===== config.mk =====
export PLATFORM = sky130hd
export DESIGN_NAME = prog_loader
export DESIGN_NICKNAME = d
export VERILOG_FILES = /design/src/rtl/prog_loader.sv
export SDC_FILE = /design/constraint.sdc
export NUM_CORES = 1
export LEC_CHECK = 0
export ABC_AREA = 0
export CAP_MARGIN = 20
export CORE_ASPECT_RATIO = 0.6
export CORE_UTILIZATION = 51
export DETAILED_ROUTE_END_ITERATION = 7
export HOLD_SLACK_MARGIN = 0.02
export PLACE_DENSITY_LB_ADDON = 0.3
export SYNTH_ARGS = -nofsm -noshare
export SYNTH_HDL_FRONTEND = slang
export SYNTH_SLANG_ARGS = --single-unit

===== constraint.sdc =====
create_clock -name clk -period 2.7 [get_ports clk]
set_input_delay 0.54 -clock clk [delete_from_list [all_inputs] [get_ports clk]]
set_output_delay 0.54 -clock clk [all_outputs]
set_load 0.02 [all_outputs]

===== src/rtl/prog_loader.sv =====
// Boot-time program loader: framed byte stream into instruction memory,
// XOR-checked, holding the processor in reset until a clean load.
module prog_loader #(
    parameter int ADDR_W = 4,
    parameter int DATA_W = 8
) (
    input  logic              clk,
    input  logic              reset,
    input  logic              start,
    input  logic              in_valid,
    input  logic [7:0]        in_data,
    output logic              in_ready,
    output logic              mem_we,
    output logic [ADDR_W-1:0] mem_addr,
    output logic [DATA_W-1:0] mem_wdata,
    output logic              cpu_hold,
    output logic              done,
    output logic              err,
    output logic [ADDR_W:0]   loaded
);

    localparam int DEPTH = 2 ** ADDR_W;
    localparam logic [8:0] DEPTH_L = 9'(DEPTH);

    typedef enum logic [2:0] {
        S_IDLE,
        S_LEN,
        S_DATA,
        S_CSUM,
        S_DONE,
        S_ERR
    } state_e;

    state_e state_q, state_d;

    logic [ADDR_W:0]   len_q, len_d;
    logic [ADDR_W:0]   loaded_q, loaded_d;
    logic [ADDR_W:0]   loaded_inc;
    logic [7:0]        sum_q, sum_d;
    logic              we_q, we_d;
    logic [ADDR_W-1:0] addr_q, addr_d;
    logic [DATA_W-1:0] wdata_q, wdata_d;
    logic              done_q, done_d;
    logic              err_q, err_d;
    logic              hold_q, hold_d;

    logic xfer;
    logic len_bad;
    logic sum_ok;
    logic last_byte;

    assign xfer       = in_valid && in_ready;
    assign len_bad    = (in_data == 8'd0) || ({1'b0, in_data} > DEPTH_L);
    assign loaded_inc = loaded_q + {{ADDR_W{1'b0}}, 1'b1};
    assign last_byte  = (loaded_inc == len_q);
    assign sum_ok     = (in_data == sum_q);

    always_ff @(posedge clk or negedge reset) begin
        if (!reset) begin
            state_q <= S_IDLE;
        end else begin
            state_q <= state_d;
        end
    end

    always_comb begin
        state_d = state_q;
        unique case (state_q)
            S_IDLE, S_DONE, S_ERR: if (start) state_d = S_LEN;
            S_LEN:  if (xfer) state_d = len_bad ? S_ERR : S_DATA;
            S_DATA: if (xfer && last_byte) state_d = S_CSUM;
            S_CSUM: if (xfer) state_d = sum_ok ? S_DONE : S_ERR;
            default: state_d = S_IDLE;
        endcase
    end

    // Handshake ready depends only on the registered state.
    always_comb begin
        in_ready = (state_q == S_LEN) || (state_q == S_DATA)
                || (state_q == S_CSUM);
    end

    always_comb begin
        len_d    = len_q;
        loaded_d = loaded_q;
        sum_d    = sum_q;
        we_d     = 1'b0;
        addr_d   = addr_q;
        wdata_d  = wdata_q;
        done_d   = done_q;
        err_d    = err_q;
        hold_d   = hold_q;
        unique case (state_q)
            S_IDLE, S_DONE, S_ERR: begin
                if (start) begin
                    loaded_d = '0;
                    sum_d    = '0;
                    done_d   = 1'b0;
                    err_d    = 1'b0;
                    hold_d   = 1'b1;
                end
            end
            S_LEN: begin
                if (xfer) begin
                    if (len_bad) err_d = 1'b1;
                    else len_d = in_data[ADDR_W:0];
                end
            end
            S_DATA: begin
                if (xfer) begin
                    we_d     = 1'b1;
                    addr_d   = loaded_q[ADDR_W-1:0];
                    wdata_d  = in_data;
                    sum_d    = sum_q ^ in_data;
                    loaded_d = loaded_inc;
                end
            end
            S_CSUM: begin
                if (xfer) begin
                    if (sum_ok) begin
                        done_d = 1'b1;
                        hold_d = 1'b0;
                    end else begin
                        err_d = 1'b1;
                    end
                end
            end
            default: ;
        endcase
    end

    always_ff @(posedge clk or negedge reset) begin
        if (!reset) begin
            len_q    <= '0;
            loaded_q <= '0;
            sum_q    <= '0;
            we_q     <= 1'b0;
            addr_q   <= '0;
            wdata_q  <= '0;
            done_q   <= 1'b0;
            err_q    <= 1'b0;
            hold_q   <= 1'b1;
        end else begin
            len_q    <= len_d;
            loaded_q <= loaded_d;
            sum_q    <= sum_d;
            we_q     <= we_d;
            addr_q   <= addr_d;
            wdata_q  <= wdata_d;
            done_q   <= done_d;
            err_q    <= err_d;
            hold_q   <= hold_d;
        end
    end

    assign mem_we    = we_q;
    assign mem_addr  = addr_q;
    assign mem_wdata = wdata_q;
    assign cpu_hold  = hold_q;
    assign done      = done_q;
    assign err       = err_q;
    assign loaded    = loaded_q;

endmodule


==> impl_summary.log, run 1 <==
[metrics] run status: complete, no violations
[metrics] worst-path fanout max: 8
[metrics] Antenna Cells: 0
[metrics] die height: 48.4 um
[metrics] leakage power: 1.06 nW
[metrics] Horiz. Die Dim: 79.3 um
[metrics] CTS Buf Count: 5
[metrics] share of cells above drive strength 1: 0.161
[metrics] Final setup viols: 0
[metrics] Max-Slew Margin vs Limit: 0.613
[metrics] Die Area: 3840 um2
[metrics] Yosys warnings: 0
[metrics] post-synthesis cell count: 178
[metrics] Initial DRT Pass Iterations: 4
[metrics] number of antenna violations at the first check in global routing: 0
[metrics] average wire length per cell after detail routing: 14.3 um
[metrics] via count of the first global-routing pass: 1380
[metrics] post-route antenna net violation count: 0
[metrics] Gates resized, CTS repair: 0
[metrics] buffers from clock root to sink, at most: 2
[metrics] drt total wl: 3750 um
[metrics] startpoint class of the critical path: flop
[metrics] Critical Path AT: 1.60 ns
[metrics] startpoint-to-endpoint class of the critical path: flop to output pin
[metrics] Mean Syn Cell Area: 10.3 um2
[metrics] post-route minimum period: 2.14 ns
[metrics] aggregate global routing overflow: 0
[metrics] number of primary I/O pins: 34
[metrics] # Post-CTS Setup Buffers: 0
[metrics] clock skew: 0.00798 ns
[metrics] hold buffer count at cts: 0
[metrics] number of design rule violations left after detail routing: 0
[metrics] number of violations of the max-capacitance limit: 0
[metrics] GRT Overall Usage: 0.222
[metrics] unrepaired setup endpoints after global routing: false
[metrics] Iteration-0 DRC Markers: 98
[metrics] post-DP HPWL: 2670 um
[metrics] top-area cell type share of the netlist area: 0.492
[metrics] number of nets in the layout: 230
[metrics] Final Hold Viols: 0
[metrics] number of placement rows: 16
[metrics] highest achievable clock rate: 0.468 GHz
[metrics] CTS tree: yes
[metrics] Synth area leader: sky130_fd_sc_hd__dfrtp_1
[metrics] count of pins over their slew limit: 0
[metrics] biggest area contributors in the synthesized netlist: sky130_fd_sc_hd__dfrtp_1, sky130_fd_sc_hd__nand2_1, sky130_fd_sc_hd__xnor2_1
[metrics] via total after detailed routing: 1408
[metrics] IR Drop Worst-Case VDD: 0.594 mV
[metrics] critical path data required time: 2.16 ns
[metrics] placeable core region: 3340 um2
[metrics] final RePlAce weighted congestion: 0.785
[metrics] capturing element type of the critical path: output pin
[metrics] sequential share of the synthesized area: 0.506
[metrics] largest net degree at the start of global routing: 38
[metrics] global-route wire length before repair: 6380 um
[metrics] crit share post-route: 0.791
[metrics] pin slew with the least headroom to its limit: 0.580 ns
[metrics] initial standard-cell utilization of the core: 0.548
[metrics] count of different cell masters after synthesis: 40
[metrics] number of H-tree levels: 2
[metrics] source-to-sink clock delay at the later pin of the worst-skew pair: 0.28 ns
[metrics] cell area after synthesis: 1830 um2
[metrics] type of the worst min-delay path: flop to flop
[metrics] share of the core filled with cells in the final layout: 0.705
[metrics] Syn Nets: 191
[metrics] port buffer count: 33
[metrics] sum of negative setup slack: 0 ns
[metrics] Hold Path Depth: 2
[metrics] highest-count cells in the layout ignoring fill and taps: sky130_fd_sc_hd__nand2_1, sky130_fd_sc_hd__dfrtp_1, sky130_fd_sc_hd__clkdlybuf4s50_1, sky130_fd_sc_hd__o21ai_0
[metrics] clk sinks: 37
[metrics] post-DR vias/cell: 5.35
[metrics] cell area power density: 995 nW/um2
[metrics] Root Driver: sky130_fd_sc_hd__clkbuf_8
[metrics] clock slew seen by the registers of the worst setup and hold paths: 0.07 ns
[metrics] register bit total from synthesis: 37
[metrics] logic depth of the worst register-to-register path: 6
[metrics] layout overhead on the synthesized area: 28.7%
[metrics] most common cell after layout, fill and taps aside: sky130_fd_sc_hd__nand2_1
[area by class of cell]
class / count / area (um2)
clock buffer: 5 / 68.8
clock inverter: 3 / 65.1
fill: 220 / 987
inverter: 2 / 10.0
multi-input combinational: 134 / 868
sequential: 37 / 927
tap: 45 / 56.3
timing repair buffer: 37 / 360
[cell usage after synthesis, drive strengths merged]
cell type and n:
nor3 2, ha 1, nand4 1, nor4 1, a21o 1, and2 2
mux2 7, dfrtp 36, o21ai 22, o21ba 1, a21oi 2, nor2 16
nand2 42, inv 2, buf 3, xor2 4, or4 1, a221oi 1
o2bb2ai 1, nor3b 1, nand2b 4, a22o 2, nor2b 2, nand3 4
xnor2 13, o31ai 1, or2b 1, dfstp 1, clkbuf 2, or2 1
[report_power, final]
group | switching, mW | leakage (nW) | internal (mW)
combinational | 0.442 | 0.512 | 0.450
clock | 0.191 | 0.0681 | 0.367
sequential | 0.164 | 0.485 | 0.731
total | 0.797 | 1.06 | 1.55
[metrics by stage]
step | worst slack, ns | hold slack, ns | instance area [um2] | instances | total power, mW
final | 0.563 | 0.477 | 2360 | 263 | 2.34
after global routing | 0.483 | 0.513 | 2360 | 263 | 2.47
after CTS | 0.562 | 0.481 | 2360 | 263 | 2.36
after detailed placement | 0.338 | 0.463 | 2220 | 255 | 1.79
after global placement | 0.380 | 0.459 | 2220 | 255 | 1.76
after floorplan | 0.706 | 0.244 | 1830 | 178 | 1.45
[flip-flops by register name (all words and copies together) (netlist names)]
signal     flops
cpu_hold       1
done           1
err            1
len_q          5
loaded         5
mem_addr       4
mem_wdata      8
mem_we         1
state_q        3
sum_q          8
[path summary, 6_finish.rpt]
kind / from / endpoint / slack, ns
setup / recovery: state_q[1] / in_ready / 0.56
hold / removal: mem_wdata[6] / mem_wdata[6] / 0.48
setup reg to reg: loaded[0] / state_q[0] / 0.63
hold reg to reg: mem_wdata[6] / mem_wdata[6] / 0.48
max in group asynchronous: reset / cpu_hold / 1.69
min in group asynchronous: reset / sum_q[2] / 0.67
[layer usage]
| layer | global-route usage | up-vias | wire, um |
|---|---|---|---|
| li1 | - | 668 | - |
| met1 | 0.308 | 696 | 1780 |
| met2 | 0.351 | 37 | 1730 |
| met3 | 0.0585 | 7 | 200 |
| met4 | 0.0485 | 0 | 40 |
| met5 | 0 | - | 0 |
[cell families (layout without fill, tap and decap cells)]
logic type / count (synthesis) / after routing / share of synthesized area
simple gates: 78 / 78 / 0.215
flops: 37 / 37 / 0.506
compound gates: 31 / 31 / 0.109
xor+xnor: 17 / 17 / 0.0854
mux: 7 / 7 / 0.0574
buf+inv: 7 / 47 / 0.0191
fa+ha+maj: 1 / 1 / 0.00683
[critical path, stage by stage, from the launching register on]
cell and delay, ns:
sky130_fd_sc_hd__dfrtp_1 0.50, sky130_fd_sc_hd__nor2_1 0.12, sky130_fd_sc_hd__nor2_1 0.09, sky130_fd_sc_hd__clkdlybuf4s50_1 0.60
No activity file was read; power rests on OpenSTA's default activity.
==> inputs of run 2 (changes only) <==
==> constraint.sdc (replaced) <==
create_clock -name clk -period 2.1 [get_ports clk]
set_input_delay 0.42 -clock clk [delete_from_list [all_inputs] [get_ports clk]]
set_output_delay 0.42 -clock clk [all_outputs]
set_load 0.02 [all_outputs]
==> run 2 against run 1 <==
  * Total power rose by 29%
  * Global-route usage grew 1.9 points
  * Cell count grew 4.2%
  * Core utilization up 2.1 points
  * Critical path depth unchanged
  * Sequential power grew 27%
  * Count of clock-buffer cells in the layout increased by 1
  * Non-clock buffer count rose by 11
  * Via count is 3.6% higher
  * Setup slack lost 0.44 ns
  * First-iteration DRC count is 8.2% lower
  * Largest power group is now combinational logic
==> impl_summary.log, run 2 (synthesized netlist as in run 1, its figures left out) <==
[metrics] post-route antenna net violation count: 0
[metrics] CTS tree: yes
[metrics] Iteration-0 DRC Markers: 90
[metrics] number of primary I/O pins: 34
[metrics] crit share post-route: 0.942
[metrics] post-route minimum period: 1.98 ns
[metrics] worst setup timing slack at the placement stage: -0.0984 ns
[metrics] Max-Slew Margin vs Limit: 0.692
[metrics] count of pins over their slew limit: 0
[metrics] share of cells above drive strength 1: 0.205
[metrics] drt total wl: 4070 um
[metrics] startpoint-to-endpoint class of the critical path: flop to output pin
[metrics] Root Driver: sky130_fd_sc_hd__clkbuf_8
[metrics] via total after detailed routing: 1459
[metrics] number of placement rows: 16
[metrics] run status: complete, no violations
[metrics] number of nets in the layout: 241
[metrics] final RePlAce weighted congestion: 0.777
[metrics] number of design rule violations left after detail routing: 0
[metrics] startpoint of the tightest hold check path: mem_wdata[5]
[metrics] highest-count cells in the layout ignoring fill and taps: sky130_fd_sc_hd__nand2_1, sky130_fd_sc_hd__dfrtp_1, sky130_fd_sc_hd__clkdlybuf4s50_1, sky130_fd_sc_hd__o21ai_0, sky130_fd_sc_hd__buf_4
[metrics] via count of the first global-routing pass: 1507
[metrics] pin slew with the least headroom to its limit: 0.462 ns
[metrics] number of H-tree levels: 2
[metrics] Initial DRT Pass Iterations: 4
[metrics] unrepaired setup endpoints after global routing: false
[metrics] port buffer count: 33
[metrics] leakage power: 1.11 nW
[metrics] GRT Overall Usage: 0.241
[metrics] global-route wire length before repair: 6930 um
[metrics] clock skew: 0.00687 ns
[metrics] largest net degree at the start of global routing: 38
[metrics] highest achievable clock rate: 0.505 GHz
[metrics] die height: 48.4 um
[metrics] worst reg2reg startpoint: loaded[0]
[metrics] Die Area: 3840 um2
[metrics] timing startpoint of the critical path: state_q[1]
[metrics] IR Drop Worst-Case VDD: 0.670 mV
[metrics] post-DP HPWL: 2960 um
[metrics] average wire length per cell after detail routing: 14.8 um
[metrics] type of the worst min-delay path: flop to flop
[metrics] Antenna Cells: 0
[metrics] capturing element type of the critical path: output pin
[metrics] Horiz. Die Dim: 79.3 um
[metrics] placeable core region: 3340 um2
[metrics] number of violations of the max-capacitance limit: 0
[metrics] buffers from clock root to sink, at most: 2
[metrics] # Post-CTS Setup Buffers: 0
[metrics] clk sinks: 37
[metrics] Final setup viols: 0
[metrics] initial standard-cell utilization of the core: 0.548
[metrics] number of filler instances in the final layout: 230
[metrics] final setup margin: 0.121 ns
[metrics] source-to-sink clock delay at the later pin of the worst-skew pair: 0.30 ns
[metrics] layout overhead on the synthesized area: 32.5%
[metrics] Critical Path AT: 1.56 ns
[metrics] number of antenna violations at the first check in global routing: 0
[metrics] Final Hold Viols: 0
[metrics] clock slew seen by the registers of the worst setup and hold paths: 0.08 ns
[metrics] CTS Buf Count: 5
[metrics] critical path data required time: 1.68 ns
[metrics] most common cell after layout, fill and taps aside: sky130_fd_sc_hd__nand2_1
[metrics] aggregate global routing overflow: 0
[metrics] post-DR vias/cell: 5.32
[metrics] worst-path fanout max: 8
[metrics] startpoint class of the critical path: flop
[metrics] share of the core filled with cells in the final layout: 0.726
[metrics] cell area power density: 1250 nW/um2
[metrics] hold buffer count at cts: 0
==> run 2: critical path, stage by stage (launching register included) <==
cell                              delay (ns)
sky130_fd_sc_hd__dfrtp_2                0.47
sky130_fd_sc_hd__nor2_1                 0.21
sky130_fd_sc_hd__nor2_1                 0.06
sky130_fd_sc_hd__clkdlybuf4s50_1        0.53
==> run 2: layout make-up <==
class,count,area (um2),area share
clock buffers,6,82.6,0.0340
clock inverters,2,37.5,0.0155
inverters,2,10.0,0.00413
multi-input cells,134,868,0.358
flip-flops and latches,37,928,0.383
well taps,45,56.3,0.0232
repair buffers,48,443,0.183
==> run 2: power breakdown <==
| part | switching (mW) | internal (mW) | total [mW] |
|---|---|---|---|
| registers | 0.194 | 0.941 | 1.14 |
| logic | 0.596 | 0.630 | 1.23 |
| clock network | 0.275 | 0.386 | 0.661 |
| total | 1.07 | 1.96 | 3.02 |
==> run 2: final timing paths <==
path	depth (start not counted)	endpoint	slack, ns
min	2	mem_wdata[5]	0.48
min in group asynchronous	2	mem_wdata[2]	0.54
max reg2reg	6	state_q[0]	0.20
min reg2reg	2	mem_wdata[5]	0.48
max in group asynchronous	2	state_q[1]	1.22
max	3	in_ready	0.12
==> run 2: layer usage <==
metal | up-vias | global-route usage | wire [um] | share of wire
met5 | - | 0 | 0 | 0
met4 | 0 | 0.0788 | 18 | 0.0044
met3 | 2 | 0.0792 | 214 | 0.053
met2 | 41 | 0.379 | 1950 | 0.48
met1 | 724 | 0.315 | 1880 | 0.46
li1 | 692 | - | - | -
==> run 2: what timing repair did <==
item                                    4_1_cts  5_1_grt
gates resized for setup                       0        1
endpoints found under the setup margin        0        1
endpoints found under the hold margin         0        0
==> run 2: through the flow <==
stage	instance area (um2)	hold WS [ns]	TNS, ns	power (mW)	cells
after floorplan	1830	0.124	0	1.86	178
after global placement	2300	0.458	-0.296	2.32	266
after detailed placement	2300	0.462	-0.533	2.37	266
after CTS	2420	0.480	0	3.04	274
after global routing	2430	0.515	0	3.19	274
final	2430	0.476	0	3.02	274
